===== config.mk =====
export PLATFORM = sky130hd
export DESIGN_NAME = sram_arbiter_flat
export DESIGN_NICKNAME = d
export VERILOG_FILES = /design/src/rtl/sram_arbiter_if.sv /design/src/rtl/sram_arbiter.sv /design/src/flat_wrapper.sv
export SDC_FILE = /design/constraint.sdc
export NUM_CORES = 1
export LEC_CHECK = 0
export ABC_AREA = 1
export ABC_CLOCK_PERIOD_IN_PS = 3300
export CORE_MARGIN = 8
export CORE_UTILIZATION = 50
export CTS_CLUSTER_SIZE = 12
export DETAILED_ROUTE_END_ITERATION = 7
export HOLD_SLACK_MARGIN = 0.05
export PLACE_DENSITY = 0.86
export SLEW_MARGIN = 20
export SYNTH_ARGS = -nofsm -noshare
export SYNTH_HDL_FRONTEND = slang
export SYNTH_SLANG_ARGS = --single-unit
export TNS_END_PERCENT = 5

===== constraint.sdc =====
create_clock -name clk -period 3.3 [get_ports clk]
set_clock_uncertainty 0.1 [all_clocks]
set_input_delay 0.825 -clock clk [delete_from_list [all_inputs] [get_ports clk]]
set_output_delay 0.825 -clock clk [all_outputs]
set_load 0.1 [all_outputs]

===== src/rtl/sram_arbiter_if.sv =====
// rtl/sram_arbiter_if.sv - request/grant, fill-control and RAM command bundle for sram_arbiter
//
// Members:
//   read  : rd_req, rd_addr (client) -> rd_gnt, rd_valid, rd_data (arbiter)
//   write : wr_req, wr_addr, wr_data (client) -> wr_gnt (arbiter)
//   fill  : clr_start, clr_color (client) -> clr_busy, clr_done (arbiter)
//   ram   : sram_we, sram_addr, sram_din (arbiter) -> sram_dout (RAM)
// Modports: master = clients plus RAM side, slave = the arbiter.
interface sram_arbiter_if #(
    parameter int ADDR_WIDTH = 17,
    parameter int DATA_WIDTH = 12
);
    logic                  rd_req;
    logic [ADDR_WIDTH-1:0] rd_addr;
    logic                  rd_gnt;
    logic                  rd_valid;
    logic [DATA_WIDTH-1:0] rd_data;

    logic                  wr_req;
    logic [ADDR_WIDTH-1:0] wr_addr;
    logic [DATA_WIDTH-1:0] wr_data;
    logic                  wr_gnt;

    logic                  clr_start;
    logic [DATA_WIDTH-1:0] clr_color;
    logic                  clr_busy;
    logic                  clr_done;

    logic                  sram_we;
    logic [ADDR_WIDTH-1:0] sram_addr;
    logic [DATA_WIDTH-1:0] sram_din;
    logic [DATA_WIDTH-1:0] sram_dout;

    modport master (
        output rd_req, rd_addr,
        input  rd_gnt, rd_valid, rd_data,
        output wr_req, wr_addr, wr_data,
        input  wr_gnt,
        output clr_start, clr_color,
        input  clr_busy, clr_done,
        input  sram_we, sram_addr, sram_din,
        output sram_dout
    );

    modport slave (
        input  rd_req, rd_addr,
        output rd_gnt, rd_valid, rd_data,
        input  wr_req, wr_addr, wr_data,
        output wr_gnt,
        input  clr_start, clr_color,
        output clr_busy, clr_done,
        output sram_we, sram_addr, sram_din,
        input  sram_dout
    );
endinterface


===== src/rtl/sram_arbiter.sv =====
// rtl/sram_arbiter.sv - single-port frame-buffer arbiter with write-starvation limit and frame fill
//
// Ports:
//   clk   - single clock, rising edge
//   rst_n - asynchronous active-low reset
//   bus   - sram_arbiter_if.slave: read/write request channels, fill control, RAM command/return
//
// Read grants return rd_valid two cycles later (one cycle for the registered command,
// one for the synchronous RAM). A fill writes clr_color to every valid address, one per cycle.
module sram_arbiter #(
    parameter int ADDR_WIDTH    = 17,
    parameter int DATA_WIDTH    = 12,
    parameter int FRAME_WORDS   = 76800,
    parameter int WR_STARVE_MAX = 4
) (
    input  logic          clk,
    input  logic          rst_n,
    sram_arbiter_if.slave bus
);
    localparam int                SW           = (WR_STARVE_MAX < 1) ? 1 : $clog2(WR_STARVE_MAX + 1);
    localparam logic [SW-1:0]     STARVE_LIMIT = SW'(WR_STARVE_MAX);
    localparam logic [ADDR_WIDTH-1:0] LAST_ADDR = ADDR_WIDTH'(FRAME_WORDS - 1);
    // One extra bit so FRAME_WORDS == 2**ADDR_WIDTH still compares correctly.
    localparam logic [ADDR_WIDTH:0]   FRAME_END = (ADDR_WIDTH + 1)'(FRAME_WORDS);

    typedef enum logic {ARB, CLEAR} state_t;

    state_t                state;
    state_t                state_nxt;

    logic [SW-1:0]         starve_cnt;
    logic [ADDR_WIDTH-1:0] clr_addr;
    logic [DATA_WIDTH-1:0] clr_color_q;
    logic [1:0]            rd_pipe;
    logic                  clr_done_q;
    logic                  sram_we_q;
    logic [ADDR_WIDTH-1:0] sram_addr_q;
    logic [DATA_WIDTH-1:0] sram_din_q;

    logic                  rd_gnt;
    logic                  wr_gnt;
    logic                  clr_busy;
    logic                  clr_last;
    logic                  wr_in_range;

    assign clr_last    = (clr_addr == LAST_ADDR);
    assign wr_in_range = ({1'b0, bus.wr_addr} < FRAME_END);

    // State register
    always_ff @(posedge clk or negedge rst_n) begin
        if (!rst_n) begin
            state <= ARB;
        end else begin
            state <= state_nxt;
        end
    end

    // Next-state logic
    always_comb begin
        state_nxt = state;
        case (state)
            ARB:     if (bus.clr_start) state_nxt = CLEAR;
            CLEAR:   if (clr_last)      state_nxt = ARB;
            default: state_nxt = ARB;
        endcase
    end

    // Output logic. Grants are combinational from the requests, so they are also
    // gated by rst_n to keep every output low while reset is asserted.
    always_comb begin
        rd_gnt   = 1'b0;
        wr_gnt   = 1'b0;
        clr_busy = 1'b0;
        case (state)
            ARB: begin
                if (rst_n && !bus.clr_start) begin
                    if (bus.wr_req && (!bus.rd_req || starve_cnt == STARVE_LIMIT)) begin
                        wr_gnt = 1'b1;
                    end else begin
                        rd_gnt = bus.rd_req;
                    end
                end
            end
            CLEAR:   clr_busy = 1'b1;
            default: clr_busy = 1'b0;
        endcase
    end

    // Datapath: starvation counter, fill address, read-return pipeline, RAM command.
    always_ff @(posedge clk or negedge rst_n) begin
        if (!rst_n) begin
            starve_cnt  <= '0;
            clr_addr    <= '0;
            clr_color_q <= '0;
            rd_pipe     <= '0;
            clr_done_q  <= 1'b0;
            sram_we_q   <= 1'b0;
            sram_addr_q <= '0;
            sram_din_q  <= '0;
        end else begin
            rd_pipe    <= {rd_pipe[0], rd_gnt};
            clr_done_q <= (state == CLEAR) && clr_last;

            // Counts reads that overtook a waiting write; resets once the write
            // is served or withdrawn.
            if (wr_gnt || !bus.wr_req) begin
                starve_cnt <= '0;
            end else if (rd_gnt && starve_cnt != STARVE_LIMIT) begin
                starve_cnt <= starve_cnt + 1'b1;
            end

            if (state == ARB) begin
                if (bus.clr_start) begin
                    clr_addr    <= '0;
                    clr_color_q <= bus.clr_color;
                end
            end else begin
                clr_addr <= clr_last ? '0 : clr_addr + 1'b1;
            end

            if (state == CLEAR) begin
                sram_we_q   <= 1'b1;
                sram_addr_q <= clr_addr;
                sram_din_q  <= clr_color_q;
            end else if (wr_gnt) begin
                // Out-of-frame writes are accepted but never reach the RAM.
                sram_we_q   <= wr_in_range;
                sram_addr_q <= bus.wr_addr;
                sram_din_q  <= bus.wr_data;
            end else if (rd_gnt) begin
                sram_we_q   <= 1'b0;
                sram_addr_q <= bus.rd_addr;
            end else begin
                sram_we_q   <= 1'b0;
            end
        end
    end

    assign bus.rd_gnt    = rd_gnt;
    assign bus.wr_gnt    = wr_gnt;
    assign bus.clr_busy  = clr_busy;
    assign bus.clr_done  = clr_done_q;
    assign bus.rd_valid  = rd_pipe[1];
    assign bus.rd_data   = rd_pipe[1] ? bus.sram_dout : '0;
    assign bus.sram_we   = sram_we_q;
    assign bus.sram_addr = sram_addr_q;
    assign bus.sram_din  = sram_din_q;
endmodule


===== src/flat_wrapper.sv =====
// flat-port wrapper written by rule: the top's interface ports become plain ports
module sram_arbiter_flat 
#(
    parameter int ADDR_WIDTH    = 17,
    parameter int DATA_WIDTH    = 12,
    parameter int FRAME_WORDS   = 76800,
    parameter int WR_STARVE_MAX = 4
)
  (clk, rst_n, bus_rd_req, bus_rd_addr, bus_rd_gnt, bus_rd_valid, bus_rd_data, bus_wr_req, bus_wr_addr, bus_wr_data, bus_wr_gnt, bus_clr_start, bus_clr_color, bus_clr_busy, bus_clr_done, bus_sram_we, bus_sram_addr, bus_sram_din, bus_sram_dout);
  sram_arbiter_if #(.ADDR_WIDTH(ADDR_WIDTH), .DATA_WIDTH(DATA_WIDTH)) bus_i ();
  input  logic clk;
  input  logic rst_n;
  input wire logic [$bits(bus_i.rd_req)-1:0] bus_rd_req;
  input wire logic [$bits(bus_i.rd_addr)-1:0] bus_rd_addr;
  output wire logic [$bits(bus_i.rd_gnt)-1:0] bus_rd_gnt;
  output wire logic [$bits(bus_i.rd_valid)-1:0] bus_rd_valid;
  output wire logic [$bits(bus_i.rd_data)-1:0] bus_rd_data;
  input wire logic [$bits(bus_i.wr_req)-1:0] bus_wr_req;
  input wire logic [$bits(bus_i.wr_addr)-1:0] bus_wr_addr;
  input wire logic [$bits(bus_i.wr_data)-1:0] bus_wr_data;
  output wire logic [$bits(bus_i.wr_gnt)-1:0] bus_wr_gnt;
  input wire logic [$bits(bus_i.clr_start)-1:0] bus_clr_start;
  input wire logic [$bits(bus_i.clr_color)-1:0] bus_clr_color;
  output wire logic [$bits(bus_i.clr_busy)-1:0] bus_clr_busy;
  output wire logic [$bits(bus_i.clr_done)-1:0] bus_clr_done;
  output wire logic [$bits(bus_i.sram_we)-1:0] bus_sram_we;
  output wire logic [$bits(bus_i.sram_addr)-1:0] bus_sram_addr;
  output wire logic [$bits(bus_i.sram_din)-1:0] bus_sram_din;
  input wire logic [$bits(bus_i.sram_dout)-1:0] bus_sram_dout;
  assign bus_i.rd_req = bus_rd_req;
  assign bus_i.rd_addr = bus_rd_addr;
  assign bus_rd_gnt = bus_i.rd_gnt;
  assign bus_rd_valid = bus_i.rd_valid;
  assign bus_rd_data = bus_i.rd_data;
  assign bus_i.wr_req = bus_wr_req;
  assign bus_i.wr_addr = bus_wr_addr;
  assign bus_i.wr_data = bus_wr_data;
  assign bus_wr_gnt = bus_i.wr_gnt;
  assign bus_i.clr_start = bus_clr_start;
  assign bus_i.clr_color = bus_clr_color;
  assign bus_clr_busy = bus_i.clr_busy;
  assign bus_clr_done = bus_i.clr_done;
  assign bus_sram_we = bus_i.sram_we;
  assign bus_sram_addr = bus_i.sram_addr;
  assign bus_sram_din = bus_i.sram_din;
  assign bus_i.sram_dout = bus_sram_dout;
  sram_arbiter #(.ADDR_WIDTH(ADDR_WIDTH), .DATA_WIDTH(DATA_WIDTH), .FRAME_WORDS(FRAME_WORDS), .WR_STARVE_MAX(WR_STARVE_MAX)) u_core (.clk(clk), .rst_n(rst_n), .bus(bus_i));
endmodule

==> results.tsv, run 1 <==
metric	value	unit
status	completed	
Crit path max-delay family	buffers and inverters	
Final Cycle Share	0.9260	
first-pass GRT wire length	17790	um
GR Overflow Total	0	
fin. max-slew vios	0	
vias in the first global route	3610	
top post-synthesis cells by count	nand2_1, nor2_1, dfrtp_1	
port buffer count	121	
per-cell routed wire length	15.42	um
Max-Cap Viols	0	
layout net count	680	
clock buffer depth	2	
Sum Neg Setup Slack	0	ns
Via-to-Cell Ratio	5.203	
Die H	101.0	um
Worst setup startpoint	bus_clr_start	
H-tree Lvls	3	
placed cell count	690	
DR pass1 iterations	5	
hold_buf cts	0	
DP HPWL	8136	um
crit path time final	3.056	ns
leading area contributor after synthesis	dfrtp_1	
Slowest Stage Delay on Critical Path	0.52	ns
sequential cell area	1652	um^2
fraction of registers with async set/reset	1.000	
worst-margin pin slew	0.6627	ns
die area	10200	um^2
antenna diode count	0	
Post-synth EDFFs	0	
Core Region	7137	um^2
Multi-input gate area	1684	um^2
fmax	327.3	MHz
TritonCTS buffer count	9	
initial antenna violation count	0	
register-to-register setup slack	1.25	ns
Worst setup endpoint	bus_rd_gnt	
count of cells resized by post-cts repair	0	
Clock Root Buffer	clkbuf_8	
number of antenna-violating nets in the routed design	0	
# fillers	539	
crit-path max FO	5	
Seq cells post-synth	66	
CP max stage cell	clkdlybuf4s50_1	
post-CTS setup buffers	0	
Worst EP arrival	2.13	ns
syn_area_per_cell	7.497	um^2
CP Capture Type	primary output	
WP buf/inv	4	
routed vias	3673	
Syn Inst Count	482	
Max IR drop VDD	289.0	uV
Hold Path Class	input pin to async pin	
ys flop type	dfrtp_1	
Pwr per Cell Area	685.9	nW/um^2
slew margin rel.	0.5582	
GRT Total Usage	0.2235	
# DRC	0	
top-area cell type share of the netlist area	0.4571	
clk slew on worst S/H paths	0.08	ns
routability cong.	0.9817	
Distinct cells, synth	32	
reg2reg start	u_core.starve_cnt[0]$_DFFE_PN0P_	
top-count cell post-synth	nand2_1	
CTS tree	yes	
Worst R2R Path Depth	9	
critical path type	input pin to primary output	
RSZ-0062 raised after global routing	no	
Worst path depth	7	
Sinks on Clock Net	66	
die width	101.0	um
Synthesis Warnings	0	
worst skew pair latency	0.35	ns
post-synthesis sequential area ratio	0.4571	
Final Non-Filler Cells	706	
Final Hold Vio Count	0	
critical path cell sequence	clkdlybuf4s50_1 > inv_2 > nand2_4 > nor2_4 > nand2_2 > inv_1 > buf_12	
LEAKAGE	2.719	nW
FP Rows	31	
Final setup viols	0	
wirelength, routed	10890	um
Top Ports	122	
top post-synthesis cells by area	dfrtp_1, nand2_1, nor2_1, nand3_1, inv_1	
Worst Path Required	2.37	ns
fraction of layout cells with a size suffix above 1	0.1631	
Area Growth Syn to Fin	44.08	%
Iteration-0 DRC Markers	268	
worst flop-to-flop path endpoint	u_core.bus.sram_addr[11]$_DFFE_PN0P_	
initial core utilization	0.5063	
synthesized area	3613	um^2
largest net degree at the start of global routing	56	
crit path launch type	input pin	
syn_nets	560	
cells by family (layout without fill, tap and decap cells):
family | Yosys count | after routing | share of synthesized area
and+or+nand+nor | 311 | 311 | 0.3708
DFF | 66 | 66 | 0.4571
buffers and inverters | 63 | 188 | 0.07687
AOI/OAI and AO/OA | 21 | 21 | 0.03289
muxes | 12 | 12 | 0.03740
xor gates and xnor gates | 6 | 6 | 0.01454
adders and majority gates | 3 | 3 | 0.01039
stage by stage:
stage	setup WS [ns]	hold slack [ns]	total power [mW]	utilization	area, um^2
finish	0.2444	0.1653	3.571	0.7295	5206
global route	0.1778	0.1507	3.749	0.7295	5206
CTS	0.2451	0.1533	3.573	0.7295	5206
detailed placement	0.2729	0.2405	2.723	0.6946	4957
global placement	0.3277	0.2348	2.688	0.6946	4957
floorplan	0.3390	0.2312	2.293	-	3613
layout make-up:
cell class                      count  area share
Timing Repair Buffer              127      0.2543
Sequential cell                    66      0.3172
Multi-Input combinational cell    353      0.3235
Tap cell                           99     0.02379
Inverter                           45     0.03341
Clock inverter                      7     0.02403
Clock buffer                        9     0.02379
cells in the final DEF, fill, tap and decap left out:
cell / instances
ha_1: 3
and2_1: 1
inv_2: 3
inv_6: 2
o21a_1: 1
a21oi_1: 3
nor2_2: 2
xor2_1: 6
a32o_1: 1
nand2_1: 159
clkbuf_8: 9
buf_4: 39
or2_2: 2
nand3_1: 50
buf_12: 15
nand4_1: 11
clkinv_4: 3
nand3_4: 2
nor2_1: 74
nand2_2: 2
dfrtp_1: 66
mux2_2: 12
o21ai_0: 13
o22ai_1: 2
nand4_2: 1
bufinv_16: 3
nor2_4: 2
nor3_1: 3
and2_0: 1
nand2_4: 1
clkdlybuf4s50_1: 73
a21oi_2: 1
inv_1: 41
registers in the layout, indices dropped and copies added (netlist names):
name and cells:
u_core.bus.clr_done 1, u_core.bus.sram_addr 17, u_core.bus.sram_din 12, u_core.bus.sram_we 1
u_core.clr_addr 17, u_core.clr_color_q 12, u_core.rd_pipe 2, u_core.starve_cnt 3
u_core.state 1
worst min-delay path by stage:
stage	startpoint	depth (start not counted)	to
floorplan	u_core.rd_pipe[0]$_DFF_PN0_	0	u_core.rd_pipe[1]$_DFF_PN0_
global placement	u_core.rd_pipe[0]$_DFF_PN0_	0	u_core.rd_pipe[1]$_DFF_PN0_
detailed placement	u_core.rd_pipe[0]$_DFF_PN0_	0	u_core.rd_pipe[1]$_DFF_PN0_
CTS	rst_n	1	u_core.starve_cnt[1]$_DFFE_PN0P_
global route	rst_n	1	u_core.starve_cnt[1]$_DFFE_PN0P_
finish	rst_n	1	u_core.starve_cnt[1]$_DFFE_PN0P_
worst register-to-register path, delay by kind of cell (launching register included):
family / cells / cell delay (ns)
fa+ha+maj: 1 / 0.16
buf+inv: 1 / 0.07
flops: 1 / 0.41
simple gates: 7 / 1.19
layer usage:
| layer | vias up | track usage | share of wire |
|---|---|---|---|
| met3 | 21 | 0.06008 | 0.081 |
| met2 | 172 | 0.3775 | 0.49 |
| li1 | 1757 | - | - |
| met1 | 1723 | 0.2647 | 0.41 |
| met4 | 0 | 0.08362 | 0.023 |
| met5 | - | 0 | 0 |
report_power, final:
part / internal [mW] / total (mW) / switching (mW) / leakage, nW
Sequential: 0.994 / 1.19 / 0.198 / 0.802
Clock: 0.508 / 0.842 / 0.334 / 0.124
Combinational: 0.416 / 1.54 / 1.12 / 1.79
Total: 1.92 / 3.57 / 1.65 / 2.72
Power figures use the tool's default switching activity.
==> run 2, diff against run 1 <==
- ABC_CLOCK_PERIOD_IN_PS: 3300 -> unset
==> results of run 2 <==
No change in the layout: final DEF, timing and power equal those of run 1.
